**src/rtl/spi_master_ctrl.sv**
```systemverilog
// spi_master_ctrl: SPI mode-0 master, MSB first, one DATA_W-bit word per nCS frame.
// SCK is a registered data output divided down from sys_clk, never a clock.
module spi_master_ctrl #(
    parameter int DATA_W   = 8,
    parameter int CLK_DIV  = 8,
    parameter int CS_SETUP = 4,
    parameter int CS_HOLD  = 4,
    parameter int CS_GAP   = 4
) (
    input  logic              sys_clk,
    input  logic              rst,
    input  logic              start,
    input  logic [DATA_W-1:0] tx_data,
    output logic              busy,
    output logic              done,
    output logic [DATA_W-1:0] rx_data,
    output logic              SCK,
    output logic              MOSI,
    input  logic              MISO,
    output logic              nCS
);

    localparam int PH_A   = (CS_SETUP > CS_HOLD) ? CS_SETUP : CS_HOLD;
    localparam int PH_MAX = (PH_A > CS_GAP) ? PH_A : CS_GAP;
    localparam int PW     = $clog2(PH_MAX) + 1;
    localparam int DW     = $clog2(CLK_DIV) + 1;
    localparam int TW     = $clog2(2 * DATA_W) + 1;

    localparam logic [PW-1:0] SETUP_T = PW'(CS_SETUP - 1);
    localparam logic [PW-1:0] HOLD_T  = PW'(CS_HOLD - 1);
    // The idle cycle before a new accept is the last gap cycle.
    localparam logic [PW-1:0] GAP_T   = PW'((CS_GAP > 1) ? CS_GAP - 2 : 0);
    localparam logic [DW-1:0] DIV_T   = DW'(CLK_DIV - 1);
    localparam logic [TW-1:0] TGL_T   = TW'(2 * DATA_W - 1);

    typedef enum logic [2:0] {IDLE, SETUP, XFER, HOLD, GAP} state_e;

    state_e              state_q, state_d;
    logic [PW-1:0]       ph_q, ph_d;
    logic [DW-1:0]       div_q, div_d;
    logic [TW-1:0]       tgl_q, tgl_d;
    logic [DATA_W-1:0]   tx_q, tx_d;
    logic [DATA_W-1:0]   rxs_q, rxs_d;
    logic [DATA_W-1:0]   rx_q, rx_d;
    logic                sck_q, sck_d;
    logic                mosi_q, mosi_d;
    logic                ncs_q, ncs_d;
    logic                busy_q, busy_d;
    logic                done_q, done_d;

    always_ff @(posedge sys_clk) begin
        if (rst) begin
            state_q <= IDLE;
            ph_q    <= '0;
            div_q   <= '0;
            tgl_q   <= '0;
            tx_q    <= '0;
            rxs_q   <= '0;
            rx_q    <= '0;
            sck_q   <= 1'b0;
            mosi_q  <= 1'b0;
            ncs_q   <= 1'b1;
            busy_q  <= 1'b0;
            done_q  <= 1'b0;
        end else begin
            state_q <= state_d;
            ph_q    <= ph_d;
            div_q   <= div_d;
            tgl_q   <= tgl_d;
            tx_q    <= tx_d;
            rxs_q   <= rxs_d;
            rx_q    <= rx_d;
            sck_q   <= sck_d;
            mosi_q  <= mosi_d;
            ncs_q   <= ncs_d;
            busy_q  <= busy_d;
            done_q  <= done_d;
        end
    end

    always_comb begin
        state_d = state_q;
        ph_d    = ph_q;
        div_d   = div_q;
        tgl_d   = tgl_q;
        tx_d    = tx_q;
        rxs_d   = rxs_q;
        rx_d    = rx_q;
        sck_d   = sck_q;
        mosi_d  = mosi_q;
        ncs_d   = ncs_q;
        busy_d  = busy_q;
        done_d  = 1'b0;
        unique case (state_q)
            IDLE: begin
                if (start && !done_q) begin
                    tx_d    = tx_data;
                    mosi_d  = tx_data[DATA_W-1];
                    ncs_d   = 1'b0;
                    busy_d  = 1'b1;
                    ph_d    = '0;
                    state_d = SETUP;
                end
            end
            SETUP: begin
                if (ph_q == SETUP_T) begin
                    ph_d    = '0;
                    div_d   = '0;
                    tgl_d   = '0;
                    state_d = XFER;
                end else begin
                    ph_d = ph_q + 1'b1;
                end
            end
            XFER: begin
                if (div_q == DIV_T) begin
                    div_d = '0;
                    sck_d = !sck_q;
                    if (!sck_q) begin
                        rxs_d = {rxs_q[DATA_W-2:0], MISO};
                    end else if (tgl_q != TGL_T) begin
                        tx_d   = tx_q << 1;
                        mosi_d = tx_q[DATA_W-2];
                    end
                    if (tgl_q == TGL_T) begin
                        ph_d    = '0;
                        state_d = HOLD;
                    end else begin
                        tgl_d = tgl_q + 1'b1;
                    end
                end else begin
                    div_d = div_q + 1'b1;
                end
            end
            HOLD: begin
                if (ph_q == HOLD_T) begin
                    ncs_d  = 1'b1;
                    mosi_d = 1'b0;
                    done_d = 1'b1;
                    rx_d   = rxs_q;
                    ph_d   = '0;
                    if (CS_GAP > 1) begin
                        state_d = GAP;
                    end else begin
                        busy_d  = 1'b0;
                        state_d = IDLE;
                    end
                end else begin
                    ph_d = ph_q + 1'b1;
                end
            end
            GAP: begin
                if (ph_q == GAP_T) begin
                    busy_d  = 1'b0;
                    state_d = IDLE;
                end else begin
                    ph_d = ph_q + 1'b1;
                end
            end
            default: state_d = IDLE;
        endcase
    end

    assign busy    = busy_q;
    assign done    = done_q;
    assign rx_data = rx_q;
    assign SCK     = sck_q;
    assign MOSI    = mosi_q;
    assign nCS     = ncs_q;

endmodule

```
**config.mk**
```make
export PLATFORM = sky130hd
export DESIGN_NAME = spi_master_ctrl
export DESIGN_NICKNAME = d
export VERILOG_FILES = /design/src/rtl/spi_master_ctrl.sv
export SDC_FILE = /design/constraint.sdc
export NUM_CORES = 1
export LEC_CHECK = 0
export ABC_AREA = 1
export BUFFER_PORTS_ARGS = -buffer_cell sky130_fd_sc_hd__buf_2
export CELL_PAD_IN_SITES_DETAIL_PLACEMENT = 0
export CELL_PAD_IN_SITES_GLOBAL_PLACEMENT = 2
export CORE_ASPECT_RATIO = 0.5
export CORE_MARGIN = 10
export CORE_UTILIZATION = 35
export DETAILED_ROUTE_END_ITERATION = 6
export PLACE_DENSITY_LB_ADDON = 0.1
export SKIP_CTS_REPAIR_TIMING = 1
export SYNTH_ARGS = -nofsm -noshare
export SYNTH_HDL_FRONTEND = slang
export SYNTH_SLANG_ARGS = --single-unit
```
**constraint.sdc**
```tcl
create_clock -name sys_clk -period 3.5 [get_ports sys_clk]
set_clock_uncertainty 0.05 [all_clocks]
set_input_delay 0.35 -clock sys_clk [delete_from_list [all_inputs] [get_ports sys_clk]]
set_output_delay 0.35 -clock sys_clk [all_outputs]
set_load 0.05 [all_outputs]
```
==> results.ini <==
[run_status]
status = finished, final reports clean

[sta]
max_freq_ghz = 0.521
rsz0062_at_grt = no
drv_slew = 0
holdWs_ns = 0.242
finalSetupTns_ns = 0
setup_viol = 0
tightestPinTransition_ns = 0.917
min_period_over_period_pct = 54.8
maxSlewHeadroom_pct = 38.8
min_period_ns = 1.92
fin_ws_ns = 1.58
hold_viol = 0

[power]
power_frac_seq_pct = 34.8
powerDensity_nw_per_um2 = 756
power_switching_mw = 0.732
finalPower_mw = 1.88
peakVddDrop_mv = 0.204
power_frac_comb_pct = 38.1
internal-power_mw = 1.15
swShare_pct = 39.0
leakage_nw = 1.14
p_clk_share_pct = 27.0

[clock_tree]
cts_tree = done
numCtsBuffers = 5
worstSkewPairLatency_ns = 0.28
clockRootBuffer = clkbuf_16
clk_pin_slew_ns = 0.06
cts_buffer_depth = 2
cts_sinks = 43
h-tree-depth = 2

[global_route]
grt_use_total_pct = 10.6
grt_pass1_wl_um = 8550
grt_pass1_vias = 1845
overflow = 0
antenna_found_initial = 0
grt_max_degree = 32

[drt]
viasPerCell = 4.60
drc = 0
drtIter0Drc = 120
ant_nets = 0
drt-total-wl_um = 4910
routedWlPerCell_um = 11.8
vias = 1907
dr.pass1.iters = 4

[critical_path]
reg2reg_depth = 5
cp.required_ns = 3.59
reg2reg_to = rx_data[4]
timing.rr.start = ph_q[1]
crit_path_start = ph_q[1]
critPathMaxFanout = 20
end_kind = flip-flop
path_class = reg2reg
start_kind = flip-flop
worst_ep_arrival_time_ns = 2.01
r2r_slack_ns = 1.58
crit_path_end = rx_data[4]

[logic_synthesis]
yosys.area.top_type = dfxtp_1
synth_most_common_cell = nand2_1
netlist_area_um2 = 2160
yosysWarnings = 0
synth.avg_cell_area_um2 = 7.06
synth-simple-area-share_pct = 32.5
syn-num-nets = 325
syn-instance-count = 306
yosys.area.top_type_share_pct = 39.8
synth_area_leaders = dfxtp_1 40%, nand2_1 11%, nor2_1 8.9%, o21ai_0 7.2%, inv_1 5.9%
synth_compound_area_share_pct = 13.5
synthXorXnorAreaFrac_pct = 0
synth-async-reset-ratio_pct = 0
synthAdderAreaFrac_pct = 4.05
synth_edf_count = 0
synth_commonest_cells = 65 x nand2_1, 51 x nor2_1, 43 x dfxtp_1
synth.distinct_cells = 29
synth_ff_type = dfxtp_1
synthMuxAreaShare_pct = 0
ys_seq_elements = 43
ys_seq_area_share_pct = 39.8
synth_top_family_by_area = simple AND/OR/NAND/NOR gates

[floorplanning]
row_count = 20
design.core.area_um2 = 6030
die_y_um = 75.6
initial_core_util_pct = 35.8
die_x_um = 131
die_area_um2 = 9910
io_pins = 25

[finish]
drive_above_1_share_pct = 14.4
fin_nets = 346
num_antenna_cells = 0
area_growth_pct = 14.9

[flow_run]
cap_violations = 0

[place]
place_hpwl_um = 3540
io_buffers = 24
preCtsSetupSlack_ns = 1.56
gp_congestion = 0.824

[worst_hold_path]
hold_path_class = in2reg

-- power groups by stage --
stage	Clock, mW	Sequential (mW)	Combinational (mW)
3_3_place_gp	0	0.662	0.724
2_1_floorplan	0	0.695	0.569
5_1_grt	0.550	0.669	0.845
6_report	0.507	0.654	0.716
4_1_cts	0.528	0.655	0.724
3_5_place_dp	0	0.665	0.721
-- cell families after synthesis --
logic type	after synthesis
adders and majority gates	7
and+or+nand+nor	153
DFF	43
AOI/OAI and AO/OA	55
buffers and inverters	48
-- per-stage QoR --
step                      cells  instance area [µm²]  utilization (%)
after floorplan             306                 2160                -
after global placement      408                 2320             38.5
after detailed placement    408                 2320             38.5
after CTS                   415                 2480             41.2
after global routing        415                 2480             41.2
final                       415                 2480             41.2
-- cells in the final DEF, fill, tap and decap left out, types with 5 or more instances in the layout --
master     instances
a21oi_1           21
buf_2             24
clkbuf_16          5
dfxtp_1           43
ha_1               7
inv_1             34
nand2_1           65
nand3_1           18
nand4_1            6
nor2_1            51
o21ai_0           31
-- metal layers --
layer / global-route usage [%] / routed length (µm) / up-vias
li1: - / - / 1023
met1: 13.0 / 2540 / 854
met2: 17.4 / 2130 / 25
met3: 3.75 / 201 / 5
met4: 2.97 / 30 / 0
met5: 0 / 0 / -
-- registers in the layout (all words and copies together) (netlist names), 3 cells and up --
name     count
rxs_q        8
ph_q         3
rx_data      8
div_q        4
tgl_q        5
tx_q         7
state_q      3
-- final cells by class --
type | count | area, µm²
fill | 636 | 3550
multi-input combinational | 215 | 1080
sequential | 43 | 861
inverter | 38 | 150
clock buffer | 6 | 129
timing repair buffer | 24 | 120
tap | 88 | 110
clock inverter | 1 | 30.0
-- how the worst min path moves through the flow --
| stage | from | end | cells after the start |
|---|---|---|---|
| after floorplan | tgl_q[3] | tgl_q[3] | 2 |
| after global placement | rx_data[1] | rx_data[1] | 2 |
| after detailed placement | rx_data[0] | rx_data[0] | 2 |
| after CTS | MISO | rxs_q[0] | 3 |
| after global routing | tx_data[0] | tx_q[0] | 3 |
| final | MISO | rxs_q[0] | 3 |
-- critical path, cell delays in order, from the launching register on --
cell and delay [ns]:
dfxtp_1 0.35, ha_1 0.18, ha_1 0.25, nand3_1 0.52, o21ai_0 0.37, a21oi_1 0.06
(Power assumes the default switching activity.)
